$ cat config.mk
export PLATFORM = sky130hd
export DESIGN_NAME = scarv_cop_dispatch
export DESIGN_NICKNAME = d
export VERILOG_FILES = /design/src/rtl/scarv_cop_dispatch.sv
export SDC_FILE = /design/constraint.sdc
export NUM_CORES = 1
export LEC_CHECK = 0
export ABC_AREA = 0
export CAP_MARGIN = 15
export CORE_ASPECT_RATIO = 0.9
export CORE_UTILIZATION = 45
export CTS_BUF_LIST = sky130_fd_sc_hd__clkbuf_2 sky130_fd_sc_hd__clkbuf_4 sky130_fd_sc_hd__clkbuf_8
export DETAILED_ROUTE_END_ITERATION = 7
export PLACE_DENSITY = 0.86
export RECOVER_POWER = 25
export SYNTH_ARGS = -nofsm -noshare
export SYNTH_HDL_FRONTEND = slang
export SYNTH_SLANG_ARGS = --single-unit
$ cat constraint.sdc
create_clock -name g_clk -period 2.4 [get_ports g_clk]
set_clock_uncertainty 0.05 [all_clocks]
set_input_delay 0.48 -clock g_clk [delete_from_list [all_inputs] [get_ports g_clk]]
set_output_delay 0.48 -clock g_clk [all_outputs]
set_load 0.02 [all_outputs]
$ cat src/rtl/scarv_cop_dispatch.sv
// Crypto-coprocessor issue controller: accept, decode check, issue to one FU, respond; best case 3 cycles accept-to-response.
// Backpressure: one instruction in flight, ack only in IDLE, response held until cpu_rsp_ready. Option SCARV_COP_DISPATCH_PERF_EN adds counters.
module scarv_cop_dispatch #(
  parameter logic [6:0]  FEATURE_MASK = 7'h7F,
  parameter int unsigned MAX_CYCLES   = 64
) (
  input  logic        g_clk,
  input  logic        g_reset,
  input  logic        cpu_insn_req,
  output logic        cpu_insn_ack,
  input  logic [31:0] cpu_insn_enc,
  output logic        cpu_rsp_valid,
  input  logic        cpu_rsp_ready,
  output logic [1:0]  cpu_rsp_status,
  output logic [31:0] dec_encoded,
  input  logic        id_exception,
  input  logic [2:0]  id_class,
  output logic [6:0]  fu_ivalid,
  input  logic [6:0]  fu_idone,
`ifdef SCARV_COP_DISPATCH_PERF_EN
  output logic [31:0] perf_retired,
  output logic [15:0] perf_faults,
`endif
  output logic        busy
);

  typedef enum logic [1:0] {
    S_IDLE   = 2'd0,
    S_DECODE = 2'd1,
    S_EXEC   = 2'd2,
    S_RESP   = 2'd3
  } state_t;

  localparam logic [1:0]  ST_OK       = 2'd0;
  localparam logic [1:0]  ST_ILLEGAL  = 2'd1;
  localparam logic [1:0]  ST_DISABLED = 2'd2;
  localparam logic [1:0]  ST_TIMEOUT  = 2'd3;
  localparam logic [15:0] WD_LIMIT    = 16'(MAX_CYCLES - 1);

  state_t      state_q;
  logic [31:0] enc_q;
  logic [2:0]  cls_q;
  logic [15:0] wd_q;
  logic        rsp_vld_q;
  logic [1:0]  status_q;

  logic [7:0]  mask_ext;
  logic [6:0]  cls_onehot;
  logic        done_hit;

  // Class 7 indexes the zero pad, so it can never look enabled.
  assign mask_ext   = {1'b0, FEATURE_MASK};
  assign cls_onehot = 7'b000_0001 << cls_q;
  assign done_hit   = |(fu_idone & cls_onehot);

  assign cpu_insn_ack   = (state_q == S_IDLE);
  assign busy           = (state_q != S_IDLE);
  assign fu_ivalid      = (state_q == S_EXEC) ? cls_onehot : 7'd0;
  assign cpu_rsp_valid  = rsp_vld_q;
  assign cpu_rsp_status = status_q;
  assign dec_encoded    = enc_q;

  always_ff @(posedge g_clk or posedge g_reset) begin
    if (g_reset) begin
      state_q   <= S_IDLE;
      enc_q     <= 32'd0;
      cls_q     <= 3'd0;
      wd_q      <= 16'd0;
      rsp_vld_q <= 1'b0;
      status_q  <= ST_OK;
    end else begin
      case (state_q)
        S_IDLE: begin
          if (cpu_insn_req) begin
            enc_q   <= cpu_insn_enc;
            state_q <= S_DECODE;
          end
        end
        S_DECODE: begin
          if (id_exception || (id_class == 3'd7)) begin
            status_q  <= ST_ILLEGAL;
            rsp_vld_q <= 1'b1;
            state_q   <= S_RESP;
          end else if (!mask_ext[id_class]) begin
            status_q  <= ST_DISABLED;
            rsp_vld_q <= 1'b1;
            state_q   <= S_RESP;
          end else begin
            cls_q   <= id_class;
            wd_q    <= 16'd0;
            state_q <= S_EXEC;
          end
        end
        S_EXEC: begin
          // Completion takes priority over a watchdog expiry in the same cycle.
          if (done_hit) begin
            status_q  <= ST_OK;
            rsp_vld_q <= 1'b1;
            state_q   <= S_RESP;
          end else if (wd_q == WD_LIMIT) begin
            status_q  <= ST_TIMEOUT;
            rsp_vld_q <= 1'b1;
            state_q   <= S_RESP;
          end else begin
            wd_q <= wd_q + 16'd1;
          end
        end
        S_RESP: begin
          if (cpu_rsp_ready) begin
            rsp_vld_q <= 1'b0;
            state_q   <= S_IDLE;
          end
        end
        default: state_q <= S_IDLE;
      endcase
    end
  end

`ifdef SCARV_COP_DISPATCH_PERF_EN
  logic [31:0] retired_q;
  logic [15:0] faults_q;

  always_ff @(posedge g_clk or posedge g_reset) begin
    if (g_reset) begin
      retired_q <= 32'd0;
      faults_q  <= 16'd0;
    end else if (rsp_vld_q && cpu_rsp_ready) begin
      if (status_q == ST_OK) retired_q <= retired_q + 32'd1;
      else                   faults_q  <= faults_q + 16'd1;
    end
  end

  assign perf_retired = retired_q;
  assign perf_faults  = faults_q;
`endif

endmodule

# --- After elaboration in Yosys (flattened, before gate mapping) ---
# Memory sizes are Yosys's and may differ from the RTL's.
# Cells that the tools add are included.
classes:
  muxes: 24
  bitwise: 2
  reduce_logical: 12
  eq_ne: 13
  addsub: 1
  shifts: 1
  magnitude_cmp: 1
ops:
  columns: ["cell", "count"]
  rows:
  - ["$mux W16", 4]
  - ["$pmux W16 S2", 1]
  - ["$add A16 B1 Y16 const B", 1]
  - ["$eq A16 B6 Y1 const B", 1]
  - ["$mux W2", 7]
  - ["$ne A2 B2 Y1 const B", 6]
  - ["$reduce_and A3 Y1", 3]
  - ["$mux W1", 8]
  - ["$pmux W2 S4", 1]
  - ["$and A7 B7 Y7", 1]
  - ["$mux W7", 1]
  - ["$reduce_or A7 Y1", 1]
  - ["$shl A1 B3 Y7 const A", 1]
  - ["$reduce_and A5 Y1", 1]
  - ["$eq A2 B2 Y1 const B", 2]
  - ["$lt A3 B4 Y1 const B", 1]
  - ["$pmux W2 S2", 1]
  - ["$reduce_and A4 Y1", 1]
  - ["$reduce_bool A2 Y1", 2]
  - ["$eq A3 B3 Y1 const B", 1]
  - ["$ne A3 B2 Y1 const B", 1]
  - ["$ne A3 B3 Y1 const B", 1]
  - ["$pmux W1 S3", 1]
  - ["$reduce_bool A3 Y1", 1]
  - ["other kinds (5)", 5]
word_totals:
  rom_bits: 8
  out_inout_bits: 44
  n_memories: 1
  regBits: 56
memory_table:
  columns: ["memory", "depth", "word_bits", "read_ports", "rd_ports_with_merged_regs", "wr", "line", "source"]
  rows:
  - ["(name not given)", 8, 1, 1, 0, 0, "84", "end else if (!mask_ext[id_class]) begin"]

# --- Depth between registers and ports, before layout ---
# Gate-level depths: netlist of the first run.
logic_depth:
  ltp_word: 5
  depth_mapped: 9
  depth_no_buf: 7

# --- Least setup slack after synthesis of the first run ---
# No wires, ideal clock.
synth_timing:
  kind: "register -> output"
  from: "register state_q[0]"
  to: "output fu_ivalid[4]"
  path_buffers: 2
  arrival_time_ns: 1.686
  required_time_ns: 1.870
  path_stages_with_launch: 7
  path_slack_ns: 0.184
  path_cell_list: "dfrtp_1 -> inv_1 -> ha_1 -> clkbuf_1 -> clkbuf_1 -> nand2_1 -> nor3_1"
synth_via:
  elab_chain_cells: 2
synth_rtl:
  columns: ["item", "line", "source"]
  rows:
  - ["from (decl)", "40", "state_t state_q;"]
  - ["from (signal assigned)", "65", "state_q <= S_IDLE;"]
  - ["from (signal assigned)", "76", "state_q <= S_DECODE;"]
  - ["from (signal assigned)", "83", "state_q <= S_RESP;"]
  - ["$eq A2 B2 Y1", "58", "assign fu_ivalid = (state_q == S_EXEC) ? cls_onehot : 7'd0;"]
  - ["$mux W7", "58", null]
  - ["to (decl)", "18", "output logic [6:0] fu_ivalid,"]
# No other way between the ends.

# --- Worst setup path after layout of the first run ---
# Same ends and word-level chain as after synthesis.

==> reports/metrics.yaml, run 1 <==
clock_network:
  cts_max_path_buffers: 2
  cts_made_buffers: 5
  postCtsSetupBuffers: 0
  cts.sinks: 56
  post_cts_resized: 7
  clk_latency_ps: 300
  clkTransAtPathRegs_ps: 90
  cts_tree: "done"
  clock_tree.root_cell: "clkbuf_8"
  ctsHoldBuffers: 0
  h-tree-depth: 2
floorplanning:
  coreArea_um2: 5693
  die_w_um: 83.16
  rows: 26
  start_util_pct: 46.86
  ios: 91
  die_y_um: 75.04
  dieArea_um2: 6240
placement:
  dpl.hpwl_um: 4590
  portBuffers: 90
  gp_congestion: 0.8623
  dp_slack_ps: -19.98
synth:
  ys_types: 46
  yosysSeqAreaShare_pct: 52.53
  synth_edf_count: 0
  yosysWarnings: 0
  synth_cells: 246
  ys_seq_elements: 56
  ys.flop_type: "dfrtp_1"
  synthArstFlopShare_pct: 100.0
  postSynthNetCount: 298
  netlist_area_um2: 2668
  syn_avg_cell_area_um2: 10.84
drt:
  drc: 0
  wl_um: 6150
  drtPass1Iterations: 4
  via_per_inst: 5.416
  dr.first_iter.drc_count: 110
  ant_nets: 0
  routedWlPerCell_um: 14.71
  vias: 2264
global_routing:
  grt_antenna_before_repair: 0
  grt.total_usage_pct: 19.76
  grt_max_degree: 57
  grt_pass1_vias: 2154
  gr-total-overflow: 0
  grt_pass1_wl_um: 9784
worst_setup_path:
  worstSetupPathType: "reg2out"
  cp-start-kind: "flip-flop"
  worstPathArrival_ps: 1690
  crit_fanout: 5
  cp.required_ps: 1870
  worstSetupEndpointType: "primary output"
  rrSetupSlack_ps: 230
worst_hold_path:
  hp-class: "reg2reg"
timing:
  rsz0062_at_grt: "no"
  tightest_slew_ps: 1351
  post-route-min-period_ps: 2222
  finalHoldViolations: 0
  setup_viol: 0
  fin_crit_sh_pct: 92.57
  slew_violations: 0
  whs_ps: 461.0
  fin_setup_tns_ps: 0
  fmaxAchievable_ghz: 0.4501
  maxSlewHeadroom_pct: 9.902
  fin_ws_ps: 178.3
layout:
  final_util_pct: 67.69
  layout.nets: 400
  fillerInstances: 418
  multiInputGateArea_um2: 1174
  seqCellArea_um2: 1403
  drive_above_1_share_pct: 17.24
  num_antenna_cells: 0
  syn2layout_area_growth_pct: 44.47
power:
  powerDensity_nw_per_um2: 1261
  p_leak_nw: 1.653
  ir_drop_uv: 816.5
job:
  drv_cap: 0
run_status:
  run_status: "finished clean"
## critical path: stages (launching register included)
cell and delay [ps]:
dfrtp_2 450, inv_1 100, ha_1 230, nand2_1 120, nor3_1 140, dlygate4sd2_1 360
## path summary, 6_finish.rpt
kind	startpoint	end	depth (start not counted)
setup reg to reg	wd_q[11]	state_q[0]	6
hold reg to reg	dec_encoded[5]	dec_encoded[5]	1
max in group asynchronous	g_reset	state_q[0]	3
min in group asynchronous	g_reset	dec_encoded[17]	3
hold / removal	dec_encoded[5]	dec_encoded[5]	1
setup / recovery	state_q[0]	fu_ivalid[4]	5
## cells in the final DEF (no fill, tap or decap), drive strengths merged, types with 3 or more instances in the layout
master / netlist / final
or3: 3 / 3
nor3: 6 / 6
inv: 12 / 11
nor2: 13 / 13
nand4: 3 / 3
clkdlybuf4s50: 0 / 81
dlygate4sd2: 0 / 6
o21ai: 17 / 17
nor4: 4 / 4
nand2: 25 / 25
nand2b: 3 / 3
nand3: 8 / 8
dfrtp: 56 / 56
clkbuf: 4 / 7
ha: 5 / 5
mux2: 35 / 35
a21oi: 6 / 6
buf: 6 / 14
o31ai: 3 / 3
a31oi: 5 / 5
## kinds of logic after synthesis
kind of cell             count (synthesis)  share of synthesized area (%)
buffers and inverters                   22                          3.471
adder cells (fa/ha/maj)                  5                          2.345
multiplexers                            37                          15.53
AO/OA/AOI/OAI                           46                          10.93
AND/OR/NAND/NOR                         77                          14.21
XOR/XNOR                                 3                         0.9852
flip-flops                              56                          52.53
## area by class of cell
cell class / instances / share of cell area [%]
clock buffers: 5 / 1.786
repair buffers: 105 / 26.36
clock inverters: 2 / 1.558
inverters: 12 / 1.169
well taps: 70 / 2.273
flip-flops and latches: 56 / 36.40
multi-input cells: 168 / 30.45
## synthesized netlist by cell type (all sizes together) (5+ instances only)
| cell | count | share of area [%] |
|---|---|---|
| ha | 5 | 2.3 |
| nor2 | 13 | 1.8 |
| a21oi | 6 | 1.1 |
| o21ai | 17 | 3.2 |
| dfrtp | 56 | 53 |
| nor3 | 6 | 1.1 |
| nand3 | 8 | 1.5 |
| mux2 | 35 | 15 |
| inv | 12 | 1.7 |
| nand2 | 25 | 3.5 |
| buf | 6 | 1.2 |
| a31oi | 5 | 1.2 |
## flip-flops by register name, indices dropped and copies added (netlist names)
| register | cells |
|---|---|
| wd_q | 16 |
| dec_encoded | 32 |
| cpu_rsp_valid | 1 |
| state_q | 2 |
| cls_q | 3 |
| cpu_rsp_status | 2 |
## where the power goes
group	leakage, nW	total (W)	switching [W]	internal (W)
sequential	0.691	0.00156	0.000248	0.00132
combinational	0.898	0.00259	0.00127	0.00132
clock	0.0642	0.000702	0.000291	0.000411
## metal layers
| layer | GRT usage, % | routed length [um] | vias to the layer above |
|---|---|---|---|
| met5 | 0 | 0 | - |
| met4 | 7.280 | 102 | 0 |
| met2 | 35.52 | 3148 | 78 |
| li1 | - | - | 1079 |
| met3 | 3.838 | 326 | 9 |
| met1 | 24.24 | 2573 | 1098 |
## per-stage QoR
stage	instance area (um^2)	total power, W	std cells
3_5_place_dp	3746	0.004195	411
3_3_place_gp	3746	0.004102	411
5_1_grt	3854	0.005149	418
6_report	3854	0.004859	418
4_1_cts	3866	0.004895	418
2_1_floorplan	2668	0.002993	246
Note: power is estimated with default switching activity, not from simulation.
==> run 2: changes to the inputs <==
--- a/config.mk
+++ b/config.mk
@@ -6,12 +6,12 @@
 export NUM_CORES = 1
 export LEC_CHECK = 0
 export ABC_AREA = 0
-export CAP_MARGIN = 15
+export CAP_MARGIN = 20
 export CORE_ASPECT_RATIO = 0.9
-export CORE_UTILIZATION = 45
+export CORE_UTILIZATION = 38
 export CTS_BUF_LIST = sky130_fd_sc_hd__clkbuf_2 sky130_fd_sc_hd__clkbuf_4 sky130_fd_sc_hd__clkbuf_8
 export DETAILED_ROUTE_END_ITERATION = 7
-export PLACE_DENSITY = 0.86
+export PLACE_DENSITY = 0.76
 export RECOVER_POWER = 25
 export SYNTH_ARGS = -nofsm -noshare
 export SYNTH_HDL_FRONTEND = slang
==> run 2 against run 1 <==
Critical endpoint is now fu_ivalid[0]. Worst hold slack gained 2.4 ps. Power shrank 4.1%. Highest routed layer unchanged. Worst setup slack gained 7.8 ps. Sequential cell count is the same. Final cell count grew 4.8%. Largest cell class unchanged. Fmax grew 0.35%. Critical path type unchanged. Critical path depth is the same. First-iteration DRC count shrank 18%. Global-route usage shrank 1.8 points. Die area grew 18%. Combinational power is essentially flat.
==> reports/metrics.yaml, run 2 (synthesized netlist as in run 1, its figures left out) <==
timing:
  rsz0062_at_grt: "no"
  maxSlewHeadroom_pct: 10.66
  setup_viol: 0
  fmaxAchievable_ghz: 0.4517
  finalHoldViolations: 0
  post-route-min-period_ps: 2214
  tightest_slew_ps: 1340
  fin_crit_sh_pct: 92.24
  slew_violations: 0
power:
  p_leak_nw: 1.622
  total_power_w: 0.004659
  ir_drop_uv: 534.7
  powerDensity_nw_per_um2: 1217
placement:
  gp_congestion: 0.8164
  numPlacedInstances: 430
  dpl.hpwl_um: 4747
  portBuffers: 90
global_routing:
  grt.total_usage_pct: 17.97
  grt_pass1_wl_um: 10520
  gr-total-overflow: 0
  grt_max_degree: 57
  grt_pass1_vias: 2197
  grt_antenna_before_repair: 0
worst_setup_path:
  crit_chain: "inv_1, ha_1, nand2b_1, nor3_1, dlygate4sd2_1"
  worstSetupPathType: "reg2out"
  crit_fanout: 5
  cp-start-kind: "flip-flop"
  worst_path_max_delay_cell: "dfrtp_1"
  max_stage_delay_ps: 450
  cp.required_ps: 1870
  worstSetupEndpointType: "primary output"
  path_buf_inv: 2
  worstPathArrival_ps: 1680
  critical_path.top_delay_family: "buffers and inverters"
drt:
  dr.first_iter.drc_count: 90
  vias: 2266
  dr_wl_met3_um: 433
  drtPass1Iterations: 4
  highest_layer: "met4"
  dr_wl_met2_um: 2814
  met1Wirelength_um: 2975
  wl_um: 6278
  drc: 0
  ant_nets: 0
  via_per_inst: 5.174
  routedWlPerCell_um: 14.33
layout:
  syn2layout_area_growth_pct: 43.53
  num_antenna_cells: 0
  layout.nets: 399
  multiInputGateArea_um2: 1174
  seqCellArea_um2: 1401
  fillerInstances: 576
  final_common_cell: "clkdlybuf4s50_1"
  mostFrequentLayoutCells: "clkdlybuf4s50_1, dfrtp_1, mux2_2, nand2_1, o21ai_0"
  final_util_pct: 57.22
  drive_above_1_share_pct: 16.67
  largest_reg_flops: 32
  layout.cells.non_filler: 438
clock_network:
  cts_made_buffers: 5
  clkTransAtPathRegs_ps: 110
  clk_latency_ps: 310
  cts_tree: "done"
  postCtsSetupBuffers: 0
  h-tree-depth: 2
  clock_tree.root_cell: "clkbuf_8"
  ctsHoldBuffers: 0
  cts.sinks: 56
  cts_max_path_buffers: 2
floorplanning:
  dieArea_um2: 7359
  die_y_um: 81.49
  die_w_um: 90.32
  start_util_pct: 39.87
  ios: 91
  coreArea_um2: 6691
  rows: 28
run_status:
  run_status: "finished clean"
worst_hold_path:
  hp-class: "reg2reg"
job:
  drv_cap: 0
run 2: timing repair:
| item | 4_1_cts | 5_1_grt |
|---|---|---|
| endpoints found under the hold margin | 0 | 0 |
| endpoints found under the setup margin | 9 | 0 |
| gates resized for setup | 9 | 0 |
run 2: report_power, final:
part / internal [W] / switching [W] / total [W] / leakage [nW]
Combinational: 0.00130 / 0.00127 / 0.00257 / 0.881
Sequential: 0.00131 / 0.000243 / 0.00156 / 0.692
Clock: 0.000210 / 0.000319 / 0.000529 / 0.0485
run 2: cell type report:
class                      count  area share, %
sequential                    56          36.60
multi-input combinational    168          30.65
tap                           90          2.941
clock buffer                   5          1.797
inverter                      12          1.176
timing repair buffer         104          26.24
clock inverter                 3         0.5882
run 2: path summary, 6_finish.rpt:
check	startpoint	to	slack, ps	cells after the start
worst max-delay path	state_q[0]	fu_ivalid[0]	190	5
worst min-delay path	dec_encoded[18]	dec_encoded[18]	460	1
worst max register to register	cls_q[2]	wd_q[8]	290	7
worst min register to register	dec_encoded[18]	dec_encoded[18]	460	1
max in group asynchronous	g_reset	wd_q[9]	480	3
min in group asynchronous	g_reset	wd_q[6]	1010	3
run 2: routing by layer:
metal  vias to the layer above  track usage [%]
met4                         0            4.355
li1                       1079                -
met5                         -                0
met1                      1084            24.04
met3                         6            4.352
met2                        97            29.77
run 2: stage by stage:
stage,hold slack (ps),instance area [um^2],worst slack [ps],TNS (ps)
global route,470.4,3829,51.98,0
global placement,434.9,3764,13.94,0
floorplan,414.2,2668,184.1,0
detailed placement,441.8,3764,-29.71,-62.93
finish,463.4,3829,186.1,0
CTS,465.1,3844,160.9,0
==> patch 1, RTL diff (config.mk and constraints of run 1) <==
The option `SCARV_COP_DISPATCH_PERF_EN` is turned on by a define.
--- a/src/rtl/scarv_cop_dispatch.sv
+++ b/src/rtl/scarv_cop_dispatch.sv
@@ -1,5 +1,7 @@
 // Crypto-coprocessor issue controller: accept, decode check, issue to one FU, respond; best case 3 cycles accept-to-response.
 // Backpressure: one instruction in flight, ack only in IDLE, response held until cpu_rsp_ready. Option SCARV_COP_DISPATCH_PERF_EN adds counters.
+`define SCARV_COP_DISPATCH_PERF_EN
+
 module scarv_cop_dispatch #(
   parameter logic [6:0]  FEATURE_MASK = 7'h7F,
   parameter int unsigned MAX_CYCLES   = 64
Function (old outputs only; new: perf_faults and perf_retired): kept (equiv_simple and equiv_induct, registers matched by name and starting in step).
==> patch 1 against run 1 <==
Wire length increased by 79%. Sequential share of layout area increased by 2.9 points. Clock power increased by 65%. Worst setup slack got worse by 0.046 ns. Area after synthesis increased by 77%. Sequential cell count increased by 48. Final area increased by 72%. Worst hold slack got worse by 0.040 ns. Total power increased by 42%. First-iteration DRC count increased by 140%. Fmax decreased by 2.0%. Via count increased by 69%. Highest routed layer unchanged.
==> patch 1: results (changes against run 1) <==
stage,metric,value,unit,change
route,met3_length,699,um,was 326 um
hold_path,min_to,perf_retired[31],,was dec_encoded[5]
pwr,pg_clk,1.16,mW,was 702 uW
global_routing,use_met2,0.358,,was 0.355
run_status,outcome,finished clean,,unchanged
timing,maxSlewHeadroom,0.344,,was 0.0990
layout,clkCellAreaFrac,0.0329,,was 0.0334
synthesis,synthXorXnorAreaFrac,0.0854,,was 0.00985
global_routing,grt_use_total,0.209,,was 0.198
global_routing,grt_start_max_net_pins,45,,was 57
layout,area_share_nonclk_buffers,0.237,,was 0.264
route,met1_length,4.37,mm,was 2.57 mm
clock_network,clk_latency,0.37,ns,was 0.30 ns
layout,seq_area,2600,um^2,was 1400 um^2
worst_setup_path,endpoint,fu_ivalid[1],,was fu_ivalid[4]
pwr,power_switching,2.58,mW,was 1.81 mW
layout,inv_count,13,,was 12
synthesis,synth_cell_type_count,48,,was 46
synthesis,ys_seq_area_frac,0.551,,was 0.525
clock_network,cts_resized,9,,was 7
clock_network,cts_buffers,9,,was 5
synthesis,ys_top_cells_by_area,"dfrtp_1, mux2_2, xnor2_1",,"was dfrtp_1, mux2_2, nand2_1"
worst_setup_path,r2r_cells,7,,was 6
global_routing,grt_pass1_wl,17.7,mm,was 9.78 mm
synthesis,synthAdderAreaFrac,0.0186,,was 0.0235
worst_setup_path,slowest_delay,0.43,ns,was 0.45 ns
clock_network,htree_levels,3,,was 2
worst_setup_path,critical_path.max_fanout,4,,was 5
placed_design,hpwl,8.30,mm,was 4.59 mm
placed_design,pre_cts_ws,-0.207,ns,was -0.0200 ns
clock_network,clk_pin_slew,0.11,ns,was 0.09 ns
placed_design,place_congestion,0.905,,was 0.862
layout,multi_input_area,2020,um^2,was 1170 um^2
synthesis,synth_top_area_frac,0.551,,was 0.525
layout,clkbuf_count,10,,was 5
worst_setup_path,arrival,1.74,ns,was 1.69 ns
global_routing,use_met1,0.249,,was 0.242
hold_path,hp-start,perf_retired[31],,was dec_encoded[5]
worst_setup_path,rrSetupSlack,0.15,ns,was 0.23 ns
pwr,power_sequential,2.68,mW,was 1.56 mW
synthesis,muxShareOfSynthArea,0.0970,,was 0.155
[patch 1: changes by cell type after synthesis, sizes merged, moves of 10 or more]
cell | before | now
nand3 | 8 | 29
nand4 | 3 | 18
xnor2 | 2 | 35
o21ai | 17 | 7
nor2 | 13 | 25
xor2 | 1 | 11
dfrtp | 56 | 104
[patch 1: per-stage QoR]
step                cells  hold slack, ns  utilization  instance area, um^2  TNS, ns
global route          709           0.455        0.649                 6620        0
CTS                   709           0.427        0.650                 6640        0
detailed placement    693           0.409        0.630                 6430    -2.53
floorplan             412           0.403            -                 4720        0
global placement      693           0.407        0.630                 6430    -1.93
finish                709           0.421        0.649                 6620        0
[patch 1: worst register-to-register path, delay by kind of cell, from the launching register on]
| family | cells | cell delay, ns |
|---|---|---|
| AND/OR/NAND/NOR | 3 | 0.83 |
| flip-flops | 1 | 0.42 |
| multiplexers | 1 | 0.32 |
| AO/OA/AOI/OAI | 2 | 0.30 |
| adder cells (fa/ha/maj) | 1 | 0.23 |
==> patch 2, RTL diff (settings of run 1) <==
Made on the original files. Encoding of `state_t`: now one-hot (4 bits for 4 states).
--- a/src/rtl/scarv_cop_dispatch.sv
+++ b/src/rtl/scarv_cop_dispatch.sv
@@ -24,11 +24,11 @@
   output logic        busy
 );
 
-  typedef enum logic [1:0] {
-    S_IDLE   = 2'd0,
-    S_DECODE = 2'd1,
-    S_EXEC   = 2'd2,
-    S_RESP   = 2'd3
+  typedef enum logic [3:0] {
+    S_IDLE   = 4'b0001,
+    S_DECODE = 4'b0010,
+    S_EXEC   = 4'b0100,
+    S_RESP   = 4'b1000
   } state_t;
 
   localparam logic [1:0]  ST_OK       = 2'd0;
Formal check against the unedited RTL: no difference found for any inputs over 10 cycles, from zero or initial values and one cycle with g_reset high; not proved beyond that.
==> patch 2 against run 1 <==
The flow now finishes with violations (DRC). Sequential cell count is 2 higher. Die area rose by 4.3%. Area after synthesis rose by 4.5%. Wire length grew 11%. Worst setup slack lost 0.014 ns. Critical endpoint is now fu_ivalid[2]. Synthesized cell count down 0.41%. First-iteration DRC count rose by 150%. Critical path type unchanged. Final area up 2.5%. Total power down 7.3%. Clock power rose by 19%.
==> patch 2: results (changes against run 1) <==
stage,metric,value,unit,change
run_status,outcome,"complete, but fails checks",,was finished clean
run_status,violations,DRC,,
worst_setup_path,arrival,1.71,ns,was 1.69 ns
route,met3_length,483,um,was 326 um
synthesis,syn-num-nets,293,,was 298
pwr,power_switching,1.62,mW,was 1.81 mW
route,wl_per_cell,16.3,um,was 14.7 um
pwr,p_leak,1.72,nW,was 1.65 nW
timing,tightest_slew,1.40,ns,was 1.35 ns
clock_network,clk_latency,0.33,ns,was 0.30 ns
synthesis,ys_top_cells_by_area,"dfrtp_1, mux2_2, a221o_1",,"was dfrtp_1, mux2_2, nand2_1"
clock_network,cts_buffers,9,,was 5
pwr,comb_power_share,0.457,,was 0.534
synthesis,ys_seq_area_frac,0.521,,was 0.525
route,wl_met2,3.49,mm,was 3.15 mm
placed_design,dpl.cell_count,400,,was 411
clock_network,htree_levels,3,,was 2
placed_design,place_congestion,0.811,,was 0.862
synthesis,syn_avg_cell_area,11.4,um^2,was 10.8 um^2
placed_design,pre_cts_ws,0.0725,ns,was -0.0200 ns
worst_setup_path,r2r_cells,5,,was 6
route,drc,5,,was 0
pwr,p_comb,2.06,mW,was 2.59 mW
global_routing,grt_pass1_vias,2328,,was 2154
synthesis,muxShareOfSynthArea,0.153,,was 0.155
clock_network,clk_pin_slew,0.06,ns,was 0.09 ns
synthesis,synth_compound_area_frac,0.0956,,was 0.109
route,drtPass1Iterations,7,,was 4
patch 2: cell count changes after synthesis, sizes merged, moves of 5 or more:
cell / delta
nor4: +7
nor3: +11
o21ai: -13
nand2: -8
buf: +6
and3: +5
a221o: +9
patch 2: area by class of cell:
type | count | area share
well taps | 70 | 0.0222
repair buffers | 100 | 0.245
clock inverters | 2 | 0.00253
inverters | 11 | 0.0105
clock buffers | 13 | 0.0453
multi-input cells | 162 | 0.306
flip-flops and latches | 58 | 0.368
patch 2: repair_timing:
action                                  in CTS  in global routing
gates resized for setup                     13                  9
endpoints found under the setup margin       9                  4
hold buffers                                 0                  0
buffers inserted                             1                  0
patch 2: worst paths after layout:
kind	slack, ns	start	to
hold reg to reg	0.45	dec_encoded[18]	dec_encoded[18]
setup reg to reg	0.42	cls_q[1]	wd_q[13]
hold / removal	0.45	dec_encoded[18]	dec_encoded[18]
min in group asynchronous	0.88	g_reset	dec_encoded[3]
setup / recovery	0.16	state_q[1]	fu_ivalid[2]
max in group asynchronous	0.49	g_reset	state_q[2]
